`config.mk`:
```
export PLATFORM = sky130hd
export DESIGN_NAME = dmem_access_unit
export DESIGN_NICKNAME = d
export VERILOG_FILES = /design/src/rtl/dmem_access_unit_pkg.sv /design/src/rtl/dmem_access_unit_lane_align.sv /design/src/rtl/dmem_access_unit.sv
export SDC_FILE = /design/constraint.sdc
export NUM_CORES = 1
export LEC_CHECK = 0
export ABC_AREA = 1
export CORE_MARGIN = 5
export CORE_UTILIZATION = 32
export CTS_CLUSTER_SIZE = 12
export DETAILED_ROUTE_END_ITERATION = 12
export GPL_TIMING_DRIVEN = 0
export PLACE_DENSITY = 0.56
export SETUP_SLACK_MARGIN = 0.1
export SYNTH_ARGS = -nofsm -noshare
export SYNTH_HDL_FRONTEND = slang
export SYNTH_SLANG_ARGS = --single-unit
export TNS_END_PERCENT = 10
```
`constraint.sdc`:
```
create_clock -name clk -period 4.7 [get_ports clk]
set_input_delay 0.94 -clock clk [delete_from_list [all_inputs] [get_ports clk]]
set_output_delay 0.94 -clock clk [all_outputs]
set_load 0.03 [all_outputs]
```
`src/rtl/dmem_access_unit_pkg.sv`:
```
// Shared encodings for the MEM-stage data-memory access unit: width codes,
// FSM states and the per-width base byte strobe.
package dmem_access_unit_pkg;

    localparam logic [1:0] MEM_W_BYTE = 2'b00;
    localparam logic [1:0] MEM_W_HALF = 2'b01;
    localparam logic [1:0] MEM_W_WORD = 2'b10;

    typedef enum logic [1:0] {
        IDLE  = 2'd0,
        BEAT0 = 2'd1,
        BEAT1 = 2'd2,
        DONE  = 2'd3
    } state_t;

    // Width code 11 falls through to a full word.
    function automatic logic [3:0] base_strb(input logic [1:0] width);
        case (width)
            MEM_W_BYTE: base_strb = 4'b0001;
            MEM_W_HALF: base_strb = 4'b0011;
            default:    base_strb = 4'b1111;
        endcase
    endfunction

endpackage

```
`src/rtl/dmem_access_unit_lane_align.sv`:
```
// Combinational lane steering: store strobes/data for both bus beats, the
// split decision, and reassembly plus extension of load data.
module dmem_lane_align
    import dmem_access_unit_pkg::*;
#(
    parameter int SPLIT = 1
) (
    input  logic [1:0]  k,
    input  logic [1:0]  width,
    input  logic        sign_ext,
    input  logic [31:0] wdata,
    input  logic [31:0] rdata_lo,
    input  logic [31:0] rdata_hi,
    output logic [3:0]  strb0,
    output logic [3:0]  strb1,
    output logic [31:0] wdata0,
    output logic [31:0] wdata1,
    output logic        split,
    output logic [31:0] load_data
);

    logic [7:0]  strb_wide;
    logic [63:0] wdata_wide;
    logic [31:0] load_raw;
    logic [4:0]  bit_shift;

    assign bit_shift = {k, 3'b000};

    // Bits shifted past lane 3 land in the upper half and form beat 1.
    always_comb begin
        strb_wide  = {4'b0000, base_strb(width)} << k;
        wdata_wide = {32'h0, wdata} << bit_shift;
        load_raw   = 32'({rdata_hi, rdata_lo} >> bit_shift);
        strb0      = strb_wide[3:0];
        strb1      = strb_wide[7:4];
        wdata0     = wdata_wide[31:0];
        wdata1     = wdata_wide[63:32];
        split      = (SPLIT != 0) && (strb_wide[7:4] != 4'b0000);
    end

    always_comb begin
        case (width)
            MEM_W_BYTE: load_data = {{24{sign_ext & load_raw[7]}}, load_raw[7:0]};
            MEM_W_HALF: load_data = {{16{sign_ext & load_raw[15]}}, load_raw[15:0]};
            default:    load_data = load_raw;
        endcase
    end

endmodule

```
`src/rtl/dmem_access_unit.sv`:
```
// MEM-stage data-memory responder: runs one load/store from EX/MEM on a
// handshaked word bus, splitting misaligned accesses, and stalls upstream.
module dmem_access_unit
    import dmem_access_unit_pkg::*;
#(
    parameter int ADDR_W = 32,
    parameter int SPLIT  = 1
) (
    input  logic              clk,
    input  logic              rst,
    input  logic [ADDR_W-1:0] addr_i,
    input  logic [31:0]       wdata_i,
    input  logic [1:0]        mem_width_i,
    input  logic              mem_sign_ext_i,
    input  logic              mem_write_i,
    input  logic              mem_read_i,
    output logic              stall_o,
    output logic [31:0]       rdata_o,
    output logic              mem_req_o,
    output logic              mem_we_o,
    output logic [ADDR_W-1:0] mem_addr_o,
    output logic [31:0]       mem_wdata_o,
    output logic [3:0]        mem_wstrb_o,
    input  logic              mem_ack_i,
    input  logic [31:0]       mem_rdata_i
);

    state_t            state_reg, state_next;
    logic              req_reg, req_next;
    logic              we_reg, we_next;
    logic [ADDR_W-1:0] addr_reg, addr_next;
    logic [31:0]       wdata_reg, wdata_next;
    logic [3:0]        strb_reg, strb_next;
    logic [31:0]       rdata_reg, rdata_next;
    logic [1:0]        k_reg, k_next;
    logic [1:0]        width_reg, width_next;
    logic              sext_reg, sext_next;
    logic [31:0]       st_wdata_reg, st_wdata_next;
    logic [31:0]       lo_reg, lo_next;

    logic        pending;
    logic        idle;
    logic [1:0]  al_k;
    logic [1:0]  al_width;
    logic [31:0] al_wdata;
    logic [31:0] al_rdata_lo;
    logic [31:0] al_rdata_hi;
    logic [3:0]  al_strb0, al_strb1;
    logic [31:0] al_wdata0, al_wdata1;
    logic        al_split;
    logic [31:0] al_load;

    assign pending = mem_write_i | mem_read_i;
    assign stall_o = pending & (state_reg != DONE);
    assign idle    = (state_reg == IDLE);

    // In IDLE the aligner sees the live request; afterwards the latched copy.
    assign al_k        = idle ? addr_i[1:0]  : k_reg;
    assign al_width    = idle ? mem_width_i  : width_reg;
    assign al_wdata    = idle ? wdata_i      : st_wdata_reg;
    assign al_rdata_lo = (state_reg == BEAT1) ? lo_reg      : mem_rdata_i;
    assign al_rdata_hi = (state_reg == BEAT1) ? mem_rdata_i : 32'h0;

    dmem_lane_align #(.SPLIT(SPLIT)) u_align (
        .k         (al_k),
        .width     (al_width),
        .sign_ext  (sext_reg),
        .wdata     (al_wdata),
        .rdata_lo  (al_rdata_lo),
        .rdata_hi  (al_rdata_hi),
        .strb0     (al_strb0),
        .strb1     (al_strb1),
        .wdata0    (al_wdata0),
        .wdata1    (al_wdata1),
        .split     (al_split),
        .load_data (al_load)
    );

    always_comb begin
        state_next    = state_reg;
        req_next      = req_reg;
        we_next       = we_reg;
        addr_next     = addr_reg;
        wdata_next    = wdata_reg;
        strb_next     = strb_reg;
        rdata_next    = rdata_reg;
        k_next        = k_reg;
        width_next    = width_reg;
        sext_next     = sext_reg;
        st_wdata_next = st_wdata_reg;
        lo_next       = lo_reg;
        case (state_reg)
            IDLE: begin
                if (pending) begin
                    k_next        = addr_i[1:0];
                    width_next    = mem_width_i;
                    sext_next     = mem_sign_ext_i;
                    st_wdata_next = wdata_i;
                    req_next      = 1'b1;
                    we_next       = mem_write_i;
                    addr_next     = {addr_i[ADDR_W-1:2], 2'b00};
                    wdata_next    = al_wdata0;
                    strb_next     = al_strb0;
                    state_next    = BEAT0;
                end
            end
            BEAT0: begin
                if (mem_ack_i) begin
                    lo_next = mem_rdata_i;
                    if (al_split) begin
                        addr_next  = addr_reg + ADDR_W'(4);
                        wdata_next = al_wdata1;
                        strb_next  = al_strb1;
                        state_next = BEAT1;
                    end else begin
                        req_next   = 1'b0;
                        state_next = DONE;
                        if (!we_reg) rdata_next = al_load;
                    end
                end
            end
            BEAT1: begin
                if (mem_ack_i) begin
                    req_next   = 1'b0;
                    state_next = DONE;
                    if (!we_reg) rdata_next = al_load;
                end
            end
            default: state_next = IDLE;
        endcase
    end

    always_ff @(posedge clk) begin
        if (rst) begin
            state_reg    <= IDLE;
            req_reg      <= 1'b0;
            we_reg       <= 1'b0;
            addr_reg     <= '0;
            wdata_reg    <= 32'h0;
            strb_reg     <= 4'h0;
            rdata_reg    <= 32'h0;
            k_reg        <= 2'b00;
            width_reg    <= 2'b00;
            sext_reg     <= 1'b0;
            st_wdata_reg <= 32'h0;
            lo_reg       <= 32'h0;
        end else begin
            state_reg    <= state_next;
            req_reg      <= req_next;
            we_reg       <= we_next;
            addr_reg     <= addr_next;
            wdata_reg    <= wdata_next;
            strb_reg     <= strb_next;
            rdata_reg    <= rdata_next;
            k_reg        <= k_next;
            width_reg    <= width_next;
            sext_reg     <= sext_next;
            st_wdata_reg <= st_wdata_next;
            lo_reg       <= lo_next;
        end
    end

    assign mem_req_o   = req_reg;
    assign mem_we_o    = we_reg;
    assign mem_addr_o  = addr_reg;
    assign mem_wdata_o = wdata_reg;
    assign mem_wstrb_o = strb_reg;
    assign rdata_o     = rdata_reg;

endmodule

```
==> results of run 1 <==
synthesized netlist by cell type (2+ instances only):
library cell,n,share of area [%]
ha_1,6,0.74
nor3_1,6,0.30
clkbuf_1,52,1.9
nand3_1,135,6.7
inv_1,98,3.6
buf_1,6,0.22
nand2_1,454,17
inv_2,4,0.15
o211ai_1,9,0.67
nand2_4,5,0.56
o2bb2ai_1,5,0.43
or2_2,2,0.12
nand2_2,6,0.37
buf_4,9,0.67
a21oi_1,93,4.6
buf_2,34,1.7
o22ai_1,17,1.1
nor2_2,3,0.19
a211oi_1,4,0.30
dfxtp_1,171,34
nor2_1,262,9.7
o21ai_1,31,1.5
o21ai_0,193,9.5
clkinv_1,3,0.11
buf_6,11,1.2
nand4_1,26,1.6
cells by family (layout without fill, tap and decap cells):
group                    count (synthesis)  count (layout)  share of synthesized area [%]
XOR/XNOR                                 1               1                         0.0865
adder cells (fa/ha/maj)                  6               6                          0.742
AO/OA/AOI/OAI                          358             358                           18.7
flip-flops                             171             171                           33.8
buffers and inverters                  220             455                           9.81
other                                    1               2                         0.0370
AND/OR/NAND/NOR                        902             902                           36.8
worst max-delay path by stage:
stage                     start                           end  depth (start not counted)
floorplan           mem_write_i                       stall_o                          2
global placement            rst        lo_reg[6]$_SDFFE_PP0P_                          6
detailed placement          rst  st_wdata_reg[8]$_SDFFE_PP0P_                          6
CTS                 mem_write_i                       stall_o                          4
global route        mem_write_i                       stall_o                          4
finish              mem_write_i                       stall_o                          4
critical path, cell delays in order:
cell and delay (ns):
clkdlybuf4s50_1 0.49, nor2_1 0.08, nor2_1 0.09, clkdlybuf4s50_1 0.67
layout by cell type (no fill, tap or decap), types with 11 or more instances in the layout:
master,n
o21ai_0,193
clkbuf_1,52
nand3_1,135
clkdlybuf4s50_1,203
o21ai_1,31
buf_2,34
nand2_1,454
nand4_1,26
clkbuf_16,17
o22ai_1,17
a21oi_1,93
inv_1,98
buf_6,11
nor2_1,262
dfxtp_1,171
layout make-up:
| class | instances | area share (%) |
|---|---|---|
| inverters | 107 | 3.08 |
| multi-input cells | 1269 | 43.1 |
| clock buffers | 17 | 3.21 |
| repair buffers | 203 | 15.3 |
| flip-flops and latches | 171 | 25.8 |
| plain buffers | 113 | 4.41 |
| well taps | 402 | 3.79 |
| clock inverters | 15 | 1.33 |
per-layer routing:
metal	up-vias	GRT usage, %	wire [um]
li1	5852	-	-
met1	5618	34.4	20600
met2	509	39.9	19900
met3	66	4.04	3220
met4	0	7.37	1090
met5	-	0	0
through the flow:
step / cell area (um2) / util, %
2_1_floorplan: 10100 / -
3_3_place_gp: 12700 / 40.3
3_5_place_dp: 12700 / 40.3
4_1_cts: 13300 / 42.3
5_1_grt: 13300 / 42.3
6_report: 13300 / 42.3
where the power goes:
part           leakage (nW)  switching (mW)  internal [mW]
Clock                 0.291           0.749          0.719
Combinational          3.76            4.84           2.31
Sequential             1.41           0.456           2.00
==> summary.md, run 1 <==
| Metric | Value |
|---|---|
| Avg Synthesized Cell Area | `around 6.1 um2` |
| Die Y | `188 um` |
| Endpoints failing setup | `0` |
| CTS Buf Count | `17` |
| Core area | `31400 um2` |
| Period utilization | `between 60% and 70%` |
| Worst-skew pair later-pin latency | `about 0.46 ns` |
| RSZ-0062 raised after global routing | `no` |
| Io pins | `between 200 and 250` |
| Fmax | `0.311 GHz` |
| Post-DRT Antenna Nets | `0` |
| Hold depth | `2` |
| Final setup TNS | `0 ns` |
| DP Cell Count | `about 2300` |
| Worst Hold Class | `reg2reg` |
| Leak | `~5.5 nW` |
| Distinct cells, synth | `40` |
| Critical R2R Launch | `state_reg[0]$_SDFFE_PP0P_` |
| Post-synth ARST share | `0%` |
| Slew of the pin with the lowest slew margin | `around 0.77 ns` |
| Clock transition at path regs | `roughly 0.070 ns` |
| Initial DRC count | `between 1000 and 1500` |
| Initial antenna violation count | `0` |
| R2R Setup Slk | `roughly 2.0 ns` |
| Worst Hold Path EP | `st_wdata_reg[6]$_SDFFE_PP0P_` |
| TritonCTS clock tree | `done` |
| First-pass GRT wire length | `about 69000 um` |
| Nets | `about 2000` |
| Register Area | `3420 um2` |
| Crit path required time | `between 3 and 4 ns` |
| Largest net degree at the start of global routing | `20` |
| RePlAce Congestion | `a little under 1` |
| Pre-antenna DRT Iters | `8` |
| Synth Flop Type | `dfxtp_1` |
| Post-cts gate resize count | `0` |
| Tmin final | `approximately 3.2 ns` |
| FF-to-FF path depth | `11` |
| Maximum vdd drop | `363 uV` |
| Max Slew Vio Count | `0` |
| Crit Path Class | `in2out` |
| Final Hold Viols | `0` |
| Ys Warns | `0` |
| Crit end category | `output pin` |
| Non-filler cells, final | `between 2000 and 2500` |
| Pwr Density | `~830 nW/um2` |
| Max FO, Critical Path | `3` |
| Clock Tree Buf Depth | `2` |
| Post-synth EDFFs | `0` |
| Layout cell share with drive strength beyond 1 | `between 6 and 7%` |
| Area of the multi-input gates | `5710 um2` |
| DRC | `0` |
| Pre-CTS WS | `1.44 ns` |
| CP startpoint kind | `input pin` |
| Number of port buffers | `between 200 and 250` |
| Vias per inst | `~5.2` |
| Synth Cell Area | `just over 10000 um2` |
| Flops & latches, synth | `around 170` |
| Outcome | `complete, no violations` |
| Setup Buffers After CTS | `0` |
| Initial Util | `32.2%` |
| Antenna cell count | `0` |
| R2R Path End | `mem_wdata_o[29]$_SDFFE_PP0P_` |
| CTS root buf | `clkbuf_16` |
| Number of global-route vias before repair | `11600` |
| Post-synthesis sequential area ratio | `between 30% and 40%` |
| Layout area overhead | `31.0%` |
| Congestion Overflow GR | `0` |
| Setup Skew | `0.0179 ns` |
| Worst slew margin relative to its limit | `48.4%` |
| Die Span X | `188 um` |
| Final setup margin | `approximately 1.5 ns` |
| Vias | `around 12000` |
| Rows | `65` |
| HPWL after detailed placement | `~36000 um` |
| H-tree depth | `4` |
| Total power | `roughly 11 mW` |
| Hold_sp | `st_wdata_reg[6]$_SDFFE_PP0P_` |
| Hold_ws | `0.452 ns` |
| FILL cells | `approximately 3400` |
| DRT Wirelength | `44800 um` |
| TritonCTS Sinks | `about 170` |
| All-Layer GR Usage | `between 20% and 30%` |
| Cts hold-fix bufs | `0` |
| Max Cap Viol | `0` |
| Cell count after synthesis | `between 1500 and 2000` |
| DR WL/cell | `roughly 20 um` |
| Area of the die | `roughly 35000 um2` |
| Arr. time, crit path | `roughly 2.3 ns` |
(Power assumes the default switching activity.)
==> inputs of run 2 (changes only) <==
==> constraint.sdc (replaced) <==
create_clock -name clk -period 3.2 [get_ports clk]
set_input_delay 0.64 -clock clk [delete_from_list [all_inputs] [get_ports clk]]
set_output_delay 0.64 -clock clk [all_outputs]
set_load 0.03 [all_outputs]
==> results of run 2 <==
The final DEF is identical to that of run 1. Status: complete, no violations.
Among the figures that moved: setup slack after placement 1.44 ns -> 0.236 ns; clock-pin slew on the worst setup and hold paths 0.07 ns -> 0.09 ns; setup slack after layout 1.49 ns -> 0.512 ns; start point of the critical path mem_write_i -> state_reg[0]$_SDFFE_PP0P_; end point of the critical path stall_o -> mem_wdata_o[29]$_SDFFE_PP0P_; register-to-register setup slack 2.01 ns -> 0.51 ns; total power 11.1 mW -> 16.3 mW; worst IR drop on VDD 363 uV -> 534 uV
